==> config.mk <==
export PLATFORM = sky130hd
export DESIGN_NAME = reg_file_rename_flat
export DESIGN_NICKNAME = d
export VERILOG_FILES = /design/src/rtl/reg_file_rename_if.sv /design/src/rtl/reg_file_rename.sv /design/src/flat_wrapper.sv
export SDC_FILE = /design/constraint.sdc
export NUM_CORES = 2
export LEC_CHECK = 0
export CORE_MARGIN = 2
export CORE_UTILIZATION = 35
export CTS_CLUSTER_DIAMETER = 60
export DETAILED_ROUTE_END_ITERATION = 8
export PLACE_DENSITY = 0.56
export SLEW_MARGIN = 20
export SYNTH_ARGS = -nofsm -noshare
export SYNTH_HDL_FRONTEND = slang
export SYNTH_SLANG_ARGS = --single-unit
export TNS_END_PERCENT = 1
==> constraint.sdc <==
create_clock -name clk -period 9.25 [get_ports clk]
set_input_delay 0.925 -clock clk [delete_from_list [all_inputs] [get_ports clk]]
set_output_delay 0.925 -clock clk [all_outputs]
set_load 0.01 [all_outputs]
==> src/rtl/reg_file_rename_if.sv <==
// Operand-lookup / rename / commit bundle between the decoder, the ROB and
// the architectural register file. The master side is the decoder plus the
// ROB commit port. The slave side is the register file itself.
interface reg_file_rename_if #(
  parameter int REG_ADDR_W = 5,
  parameter int ROB_POS_W  = 4
);
  logic                  rdy;
  logic                  rollback;
  logic                  issue;
  logic [REG_ADDR_W-1:0] issue_rd;
  logic [ROB_POS_W-1:0]  issue_rob_pos;
  logic                  reg_write;
  logic [REG_ADDR_W-1:0] reg_rd;
  logic [31:0]           reg_val;
  logic [ROB_POS_W-1:0]  commit_rob_pos;
  logic [REG_ADDR_W-1:0] rs1;
  logic [31:0]           rs1_val;
  logic                  rs1_busy;
  logic [ROB_POS_W-1:0]  rs1_rob_pos;
  logic [REG_ADDR_W-1:0] rs2;
  logic [31:0]           rs2_val;
  logic                  rs2_busy;
  logic [ROB_POS_W-1:0]  rs2_rob_pos;

  modport master (
    output rdy, rollback, issue, issue_rd, issue_rob_pos,
    output reg_write, reg_rd, reg_val, commit_rob_pos, rs1, rs2,
    input  rs1_val, rs1_busy, rs1_rob_pos, rs2_val, rs2_busy, rs2_rob_pos
  );

  modport slave (
    input  rdy, rollback, issue, issue_rd, issue_rob_pos,
    input  reg_write, reg_rd, reg_val, commit_rob_pos, rs1, rs2,
    output rs1_val, rs1_busy, rs1_rob_pos, rs2_val, rs2_busy, rs2_rob_pos
  );
endinterface

==> src/rtl/reg_file_rename.sv <==
// Architectural register file with per-register rename tags.
// The decoder renames a destination to a ROB slot at issue time.
// The ROB commit port writes values back and clears the rename when the tag
// still matches. Two zero-latency source lookups return either a value or
// the ROB slot that will produce that value. A commit that lands in the same
// cycle as a lookup is bypassed straight to the lookup result.
module reg_file_rename #(
  parameter int REG_NUM    = 32,
  parameter int REG_ADDR_W = 5,
  parameter int ROB_POS_W  = 4
) (
  input  logic              clk,
  input  logic              rst,
  reg_file_rename_if.slave  bus
);

  typedef struct packed {
    logic [31:0]          val;
    logic                 busy;
    logic [ROB_POS_W-1:0] pos;
  } query_t;

  logic [31:0]          val_q [REG_NUM];
  logic [31:0]          val_d [REG_NUM];
  logic [ROB_POS_W-1:0] tag_q [REG_NUM];
  logic [ROB_POS_W-1:0] tag_d [REG_NUM];
  logic [REG_NUM-1:0]   busy_q;
  logic [REG_NUM-1:0]   busy_d;

  query_t q1_s;
  query_t q2_s;

  // Resolve one source lookup against the held state and the in-flight commit.
  // The lookup uses the state as it was before any issue in this cycle, so an
  // instruction that reads its own destination sees the older producer.
  function automatic query_t lookup(
    input logic [REG_ADDR_W-1:0] rs,
    input logic [31:0]           val,
    input logic                  busy,
    input logic [ROB_POS_W-1:0]  tag,
    input logic                  wr,
    input logic [REG_ADDR_W-1:0] wr_rd,
    input logic [31:0]           wr_val,
    input logic [ROB_POS_W-1:0]  wr_pos,
    input logic                  flush
  );
    query_t r;
    logic   hit;
    hit    = busy & wr & (wr_rd == rs) & (wr_pos == tag);
    r.val  = val;
    r.busy = 1'b0;
    r.pos  = tag;
    if (rs == {REG_ADDR_W{1'b0}}) begin
      r.val = 32'h0000_0000;
      r.pos = {ROB_POS_W{1'b0}};
    end else if (!busy) begin
      r.val = val;
    end else if (flush) begin
      // A flush clears every rename, so nothing is reported as pending.
      r.val = hit ? wr_val : val;
    end else if (hit) begin
      r.val = wr_val;
    end else begin
      r.busy = 1'b1;
    end
    return r;
  endfunction

  // Next-state logic: commit writes the value, and rollback or issue then decides busy and tag.
  always_comb begin
    val_d  = val_q;
    tag_d  = tag_q;
    busy_d = busy_q;
    if (bus.rdy) begin
      if (bus.reg_write && (bus.reg_rd != {REG_ADDR_W{1'b0}})) begin
        val_d[bus.reg_rd] = bus.reg_val;
        // A newer rename of this register has a different tag and stays pending.
        if (busy_q[bus.reg_rd] && (tag_q[bus.reg_rd] == bus.commit_rob_pos)) begin
          busy_d[bus.reg_rd] = 1'b0;
        end else begin
          busy_d[bus.reg_rd] = busy_q[bus.reg_rd];
        end
      end else begin
        val_d = val_q;
      end
      // The issue is applied after the commit, so the issue sets busy and tag when both target the same register.
      if (bus.rollback) begin
        busy_d = {REG_NUM{1'b0}};
      end else if (bus.issue && (bus.issue_rd != {REG_ADDR_W{1'b0}})) begin
        busy_d[bus.issue_rd] = 1'b1;
        tag_d[bus.issue_rd]  = bus.issue_rob_pos;
      end else begin
        tag_d = tag_q;
      end
    end else begin
      val_d  = val_q;
      tag_d  = tag_q;
      busy_d = busy_q;
    end
  end

  // State registers with synchronous reset that drops every pending rename.
  always_ff @(posedge clk) begin
    if (rst) begin
      for (int i = 0; i < REG_NUM; i++) begin
        val_q[i] <= 32'h0000_0000;
        tag_q[i] <= {ROB_POS_W{1'b0}};
      end
      busy_q <= {REG_NUM{1'b0}};
    end else begin
      val_q  <= val_d;
      tag_q  <= tag_d;
      busy_q <= busy_d;
    end
  end

  // Source lookups are combinational on the held state and the commit bypass.
  always_comb begin
    q1_s = lookup(bus.rs1, val_q[bus.rs1], busy_q[bus.rs1], tag_q[bus.rs1],
                  bus.reg_write, bus.reg_rd, bus.reg_val, bus.commit_rob_pos, bus.rollback);
    q2_s = lookup(bus.rs2, val_q[bus.rs2], busy_q[bus.rs2], tag_q[bus.rs2],
                  bus.reg_write, bus.reg_rd, bus.reg_val, bus.commit_rob_pos, bus.rollback);
    bus.rs1_val     = q1_s.val;
    bus.rs1_busy    = q1_s.busy;
    bus.rs1_rob_pos = q1_s.pos;
    bus.rs2_val     = q2_s.val;
    bus.rs2_busy    = q2_s.busy;
    bus.rs2_rob_pos = q2_s.pos;
  end

endmodule

==> src/flat_wrapper.sv <==
// flat-port wrapper written by rule: the top's interface ports become plain ports
module reg_file_rename_flat 
#(
  parameter int REG_NUM    = 32,
  parameter int REG_ADDR_W = 5,
  parameter int ROB_POS_W  = 4
)
  (clk, rst, bus_rdy, bus_rollback, bus_issue, bus_issue_rd, bus_issue_rob_pos, bus_reg_write, bus_reg_rd, bus_reg_val, bus_commit_rob_pos, bus_rs1, bus_rs2, bus_rs1_val, bus_rs1_busy, bus_rs1_rob_pos, bus_rs2_val, bus_rs2_busy, bus_rs2_rob_pos);
  reg_file_rename_if #(.REG_ADDR_W(REG_ADDR_W), .ROB_POS_W(ROB_POS_W)) bus_i ();
  input  logic clk;
  input  logic rst;
  input wire logic [$bits(bus_i.rdy)-1:0] bus_rdy;
  input wire logic [$bits(bus_i.rollback)-1:0] bus_rollback;
  input wire logic [$bits(bus_i.issue)-1:0] bus_issue;
  input wire logic [$bits(bus_i.issue_rd)-1:0] bus_issue_rd;
  input wire logic [$bits(bus_i.issue_rob_pos)-1:0] bus_issue_rob_pos;
  input wire logic [$bits(bus_i.reg_write)-1:0] bus_reg_write;
  input wire logic [$bits(bus_i.reg_rd)-1:0] bus_reg_rd;
  input wire logic [$bits(bus_i.reg_val)-1:0] bus_reg_val;
  input wire logic [$bits(bus_i.commit_rob_pos)-1:0] bus_commit_rob_pos;
  input wire logic [$bits(bus_i.rs1)-1:0] bus_rs1;
  input wire logic [$bits(bus_i.rs2)-1:0] bus_rs2;
  output wire logic [$bits(bus_i.rs1_val)-1:0] bus_rs1_val;
  output wire logic [$bits(bus_i.rs1_busy)-1:0] bus_rs1_busy;
  output wire logic [$bits(bus_i.rs1_rob_pos)-1:0] bus_rs1_rob_pos;
  output wire logic [$bits(bus_i.rs2_val)-1:0] bus_rs2_val;
  output wire logic [$bits(bus_i.rs2_busy)-1:0] bus_rs2_busy;
  output wire logic [$bits(bus_i.rs2_rob_pos)-1:0] bus_rs2_rob_pos;
  assign bus_i.rdy = bus_rdy;
  assign bus_i.rollback = bus_rollback;
  assign bus_i.issue = bus_issue;
  assign bus_i.issue_rd = bus_issue_rd;
  assign bus_i.issue_rob_pos = bus_issue_rob_pos;
  assign bus_i.reg_write = bus_reg_write;
  assign bus_i.reg_rd = bus_reg_rd;
  assign bus_i.reg_val = bus_reg_val;
  assign bus_i.commit_rob_pos = bus_commit_rob_pos;
  assign bus_i.rs1 = bus_rs1;
  assign bus_i.rs2 = bus_rs2;
  assign bus_rs1_val = bus_i.rs1_val;
  assign bus_rs1_busy = bus_i.rs1_busy;
  assign bus_rs1_rob_pos = bus_i.rs1_rob_pos;
  assign bus_rs2_val = bus_i.rs2_val;
  assign bus_rs2_busy = bus_i.rs2_busy;
  assign bus_rs2_rob_pos = bus_i.rs2_rob_pos;
  reg_file_rename #(.REG_NUM(REG_NUM), .REG_ADDR_W(REG_ADDR_W), .ROB_POS_W(ROB_POS_W)) u_core (.clk(clk), .rst(rst), .bus(bus_i));
endmodule
==> summary.txt <==
outcome -> finished, final reports clean
Post-synth top flop -> sky130_fd_sc_hd__dfxtp_1
Hold Slack -> 464 ps
vias -> 54100
RSZ-0062 raised after global routing -> false
worst-case clock skew -> 15.8 ps
std cell rows -> 155
global-route wire length before repair -> 361000 um
worst-skew pair later-pin latency -> 780 ps
Unique masters post-synth -> 59
Mapped Nets -> 6790
number of endpoints with negative hold slack in the final report -> 0
proportion of total power due to net switching -> 25.1%
TritonCTS clock tree -> yes
die area -> 183000 um^2
instance area after placement -> 65500 um^2
Pleak -> 22.0 nW
routed wire length -> 251000 um
total overflow reported by the global router -> 0
final worst-path cycle share -> 72.6%
Warnings, synthesis -> 0
Least-Margin Pin Slew -> 1170 ps
Mapped Avg Cell Area -> 9.32 um^2
largest stage delay on the critical path -> 790 ps
DR pass1 iterations -> 6
reg2reg setup slack -> 6100 ps
setup bufs post-CTS -> 0
maximum fanout along the worst path -> 37
clock sink count -> 1184
synthesis-to-finish area growth -> 11.5%
DPL Wire Length -> 143000 um
count of boundary I/O pins -> 140
fin area -> 69900 um^2
Power Dens Cells -> 164 nW/um^2
maximum count of clock buffers along a single path -> 3
vias per cell -> 6.09
initial cell density of the core -> 35.2%
Critical-path top delay cell -> sky130_fd_sc_hd__buf_4
portion of the post-synthesis area used by sequential elements -> 37.8%
combinational cell fraction of total power -> 7.3%
post-layout min period -> 6710 ps
post-synthesis instance total -> 6724
Total Negative Setup Slacks -> 0 ps
number of enable-type register cells in the synthesized netlist -> 0
Resize count post-CTS -> 0
cells along the critical path -> buf_6 > buf_4 > mux4_2 > nor2b_1 > a21oi_1 > mux4_2 > xor2_1 > nand4_1 > nor3_4 > buf_4 > mux2i_1 > clkdlybuf4s50_1
WS Path Type -> in2out
final count of pins violating max slew -> 0
count of nets left with antenna violations after detail routing -> 0
arrival time at the worst endpoint -> 5790 ps
via count of the first global-routing pass -> 51200
fraction of final layout cells sized beyond drive strength 1 -> 18.5%
net total in the final layout -> 6499
final count of negative-setup-slack endpoints -> 0
VDD IR max -> 0.117 mV
HP Class -> reg2reg
drt first-iter violations -> 7323
cell area after synthesis -> 62700 um^2
power after layout -> 11.4 mW
internal power component -> 8.57 mW
clock-pin transition on the worst setup and hold timing paths -> 70 ps
required time at the worst-slack endpoint -> 8330 ps
kind of start point of the critical path -> input port
count of H-tree levels built during CTS -> 4
relative contribution of sequential cells to total power -> 44.8%
clock network power share -> 47.8%
post-cts hold buffer count -> 0
maximum number of pins on one net before global-route repair -> 185
GRT Total Usage -> 26.9%
max-capacitance violation count -> 0
highest attainable clock frequency -> 149 MHz
count of port buffers added during placement -> 139
cell family with most CP delay -> buffers and inverters
async set-or-reset flop fraction in the synthesized netlist -> 0%
weighted congestion at the end of routability-driven global placement -> 0.922
Critical path buffers and inverters -> 4
vertical extent of the die -> 427 um
Worst R2R Path Depth -> 8
number of CTS-inserted buffers -> 130
die extent in x -> 427 um
core footprint -> 178000 um^2
number of antenna violations at the first check in global routing -> 6
Crit. End Element -> output pin
root buffer cell -> sky130_fd_sc_hd__clkbuf_16
net switching power of the design -> 2.88 mW
cell count along the critical path -> 12
Slew Limit Headroom -> 21.6%
Cells on Worst Hold Path -> 2
average wire per standard cell -> 28.3 um
Seq cells post-synth -> 1184
number of remaining DRC errors -> 0
[area by class of cell]
type / count / area, um^2
fill: 17300 / 108000
multi-input combinational: 4820 / 36200
sequential: 1184 / 23700
clock buffer: 191 / 3870
tap: 2355 / 2950
timing repair buffer: 294 / 2570
clock inverter: 39 / 559
inverter: 3 / 11.3
antenna: 3 / 7.51
[cell usage after synthesis (3+ instances only)]
library cell | instances | share of area, %
sky130_fd_sc_hd__buf_8 | 3 | 0.072
sky130_fd_sc_hd__xor2_1 | 16 | 0.22
sky130_fd_sc_hd__nand3b_1 | 6 | 0.072
sky130_fd_sc_hd__inv_1 | 3 | 0.018
sky130_fd_sc_hd__o21ai_0 | 64 | 0.51
sky130_fd_sc_hd__and3b_1 | 5 | 0.070
sky130_fd_sc_hd__and3_1 | 5 | 0.050
sky130_fd_sc_hd__dfxtp_1 | 1184 | 38
sky130_fd_sc_hd__nor4_1 | 4 | 0.040
sky130_fd_sc_hd__o21ai_1 | 9 | 0.072
sky130_fd_sc_hd__clkbuf_2 | 31 | 0.25
sky130_fd_sc_hd__o22ai_1 | 7 | 0.070
sky130_fd_sc_hd__nor2b_1 | 50 | 0.50
sky130_fd_sc_hd__o311a_1 | 32 | 0.51
sky130_fd_sc_hd__nor3_1 | 7 | 0.056
sky130_fd_sc_hd__xnor2_1 | 6 | 0.084
sky130_fd_sc_hd__a222oi_1 | 18 | 0.29
sky130_fd_sc_hd__nand2b_1 | 5 | 0.050
sky130_fd_sc_hd__buf_1 | 42 | 0.25
sky130_fd_sc_hd__buf_2 | 114 | 0.91
sky130_fd_sc_hd__clkbuf_1 | 487 | 2.9
sky130_fd_sc_hd__mux2_2 | 6 | 0.11
sky130_fd_sc_hd__and2_1 | 6 | 0.060
sky130_fd_sc_hd__or2_2 | 4 | 0.040
sky130_fd_sc_hd__buf_4 | 28 | 0.34
sky130_fd_sc_hd__nand3_1 | 64 | 0.51
sky130_fd_sc_hd__mux4_1 | 7 | 0.29
sky130_fd_sc_hd__nand2_1 | 2275 | 14
sky130_fd_sc_hd__a21oi_1 | 1073 | 8.6
sky130_fd_sc_hd__mux2i_1 | 161 | 2.6
sky130_fd_sc_hd__a22oi_1 | 37 | 0.44
sky130_fd_sc_hd__buf_6 | 10 | 0.18
sky130_fd_sc_hd__mux4_2 | 746 | 27
sky130_fd_sc_hd__nand4_1 | 10 | 0.10
sky130_fd_sc_hd__nor3b_1 | 7 | 0.084
sky130_fd_sc_hd__nor2_1 | 160 | 0.96
sky130_fd_sc_hd__a221oi_1 | 3 | 0.042
[cell usage in the layout (no fill, tap or decap), types with 6 or more instances in the layout]
cell                                 n
sky130_fd_sc_hd__a21oi_1          1073
sky130_fd_sc_hd__a222oi_1           18
sky130_fd_sc_hd__a22oi_1            37
sky130_fd_sc_hd__and2_1              6
sky130_fd_sc_hd__buf_2               8
sky130_fd_sc_hd__buf_4             155
sky130_fd_sc_hd__bufinv_16          10
sky130_fd_sc_hd__clkbuf_1           29
sky130_fd_sc_hd__clkbuf_16         136
sky130_fd_sc_hd__clkbuf_8           27
sky130_fd_sc_hd__clkdlybuf4s50_1   121
sky130_fd_sc_hd__clkinv_2           12
sky130_fd_sc_hd__dfxtp_1          1184
sky130_fd_sc_hd__mux2_2              6
sky130_fd_sc_hd__mux2i_1           161
sky130_fd_sc_hd__mux4_1              7
sky130_fd_sc_hd__mux4_2            746
sky130_fd_sc_hd__nand2_1          2243
sky130_fd_sc_hd__nand2_2            28
sky130_fd_sc_hd__nand3_1            64
sky130_fd_sc_hd__nand3b_1            6
sky130_fd_sc_hd__nand4_1            10
sky130_fd_sc_hd__nor2_1            128
sky130_fd_sc_hd__nor2_4             31
sky130_fd_sc_hd__nor2b_1            50
sky130_fd_sc_hd__nor3_1              6
sky130_fd_sc_hd__nor3b_2             6
sky130_fd_sc_hd__o21ai_0            64
sky130_fd_sc_hd__o21ai_1             9
sky130_fd_sc_hd__o22ai_1             7
sky130_fd_sc_hd__o311a_1            32
sky130_fd_sc_hd__xor2_1             16
[worst paths after layout]
check                                 startpoint                        endpoint
setup / recovery                      bus_rs1[2]                  bus_rs1_val[7]
hold / removal    u_core.val_q[442]$_SDFFE_PP0P_  u_core.val_q[442]$_SDFFE_PP0P_
setup reg to reg   u_core.tag_q[66]$_SDFFE_PP0P_   u_core.busy_q[7]$_SDFFE_PP0P_
hold reg to reg   u_core.val_q[442]$_SDFFE_PP0P_  u_core.val_q[442]$_SDFFE_PP0P_
[tightest hold or removal path: cells and delay by family, from the launching register on]
family             cells  cell delay [ps]
and+or+nand+nor        1               50
DFF                    1              310
AOI/OAI and AO/OA      1               50
[routing by layer]
layer / routed length, um / global-route usage (%)
met1: 93900 / 33.9
met2: 117000 / 43.0
met3: 25200 / 5.60
met4: 14900 / 14.6
met5: 40 / 0
[registers in the layout (all words and copies together), names as in the netlist]
register and count:
u_core.tag_q 128, u_core.val_q 1024, u_core.busy_q 32
[power groups by stage]
stage	Clock (mW)	Combinational (mW)	Sequential, mW
2_1_floorplan	0	0.555	5.24
3_3_place_gp	0	0.822	5.24
3_5_place_dp	0	0.825	5.24
4_1_cts	5.52	0.826	5.13
5_1_grt	5.71	0.867	5.13
6_report	5.47	0.838	5.13
[per-stage QoR]
step	util (%)	worst slack, ps	cells
2_1_floorplan	-	4890	6724
3_3_place_gp	36.7	2560	8656
3_5_place_dp	36.7	2640	8656
4_1_cts	39.2	2610	8886
5_1_grt	39.2	2440	8887
6_report	39.2	2540	8889
[cells by family (layout without fill, tap and decap cells)]
logic type             count (synthesis)  after routing  synth area share [%]
AO/OA/AOI/OAI                       1258           1258                  10.7
XOR/XNOR                              22             22                 0.307
buffers and inverters                720            527                  4.99
flip-flops                          1184           1184                  37.8
multiplexers                         920            920                  29.8
other                                  0              3                     0
AND/OR/NAND/NOR                     2620           2620                  16.4
No activity file was read; power rests on OpenSTA's default activity.
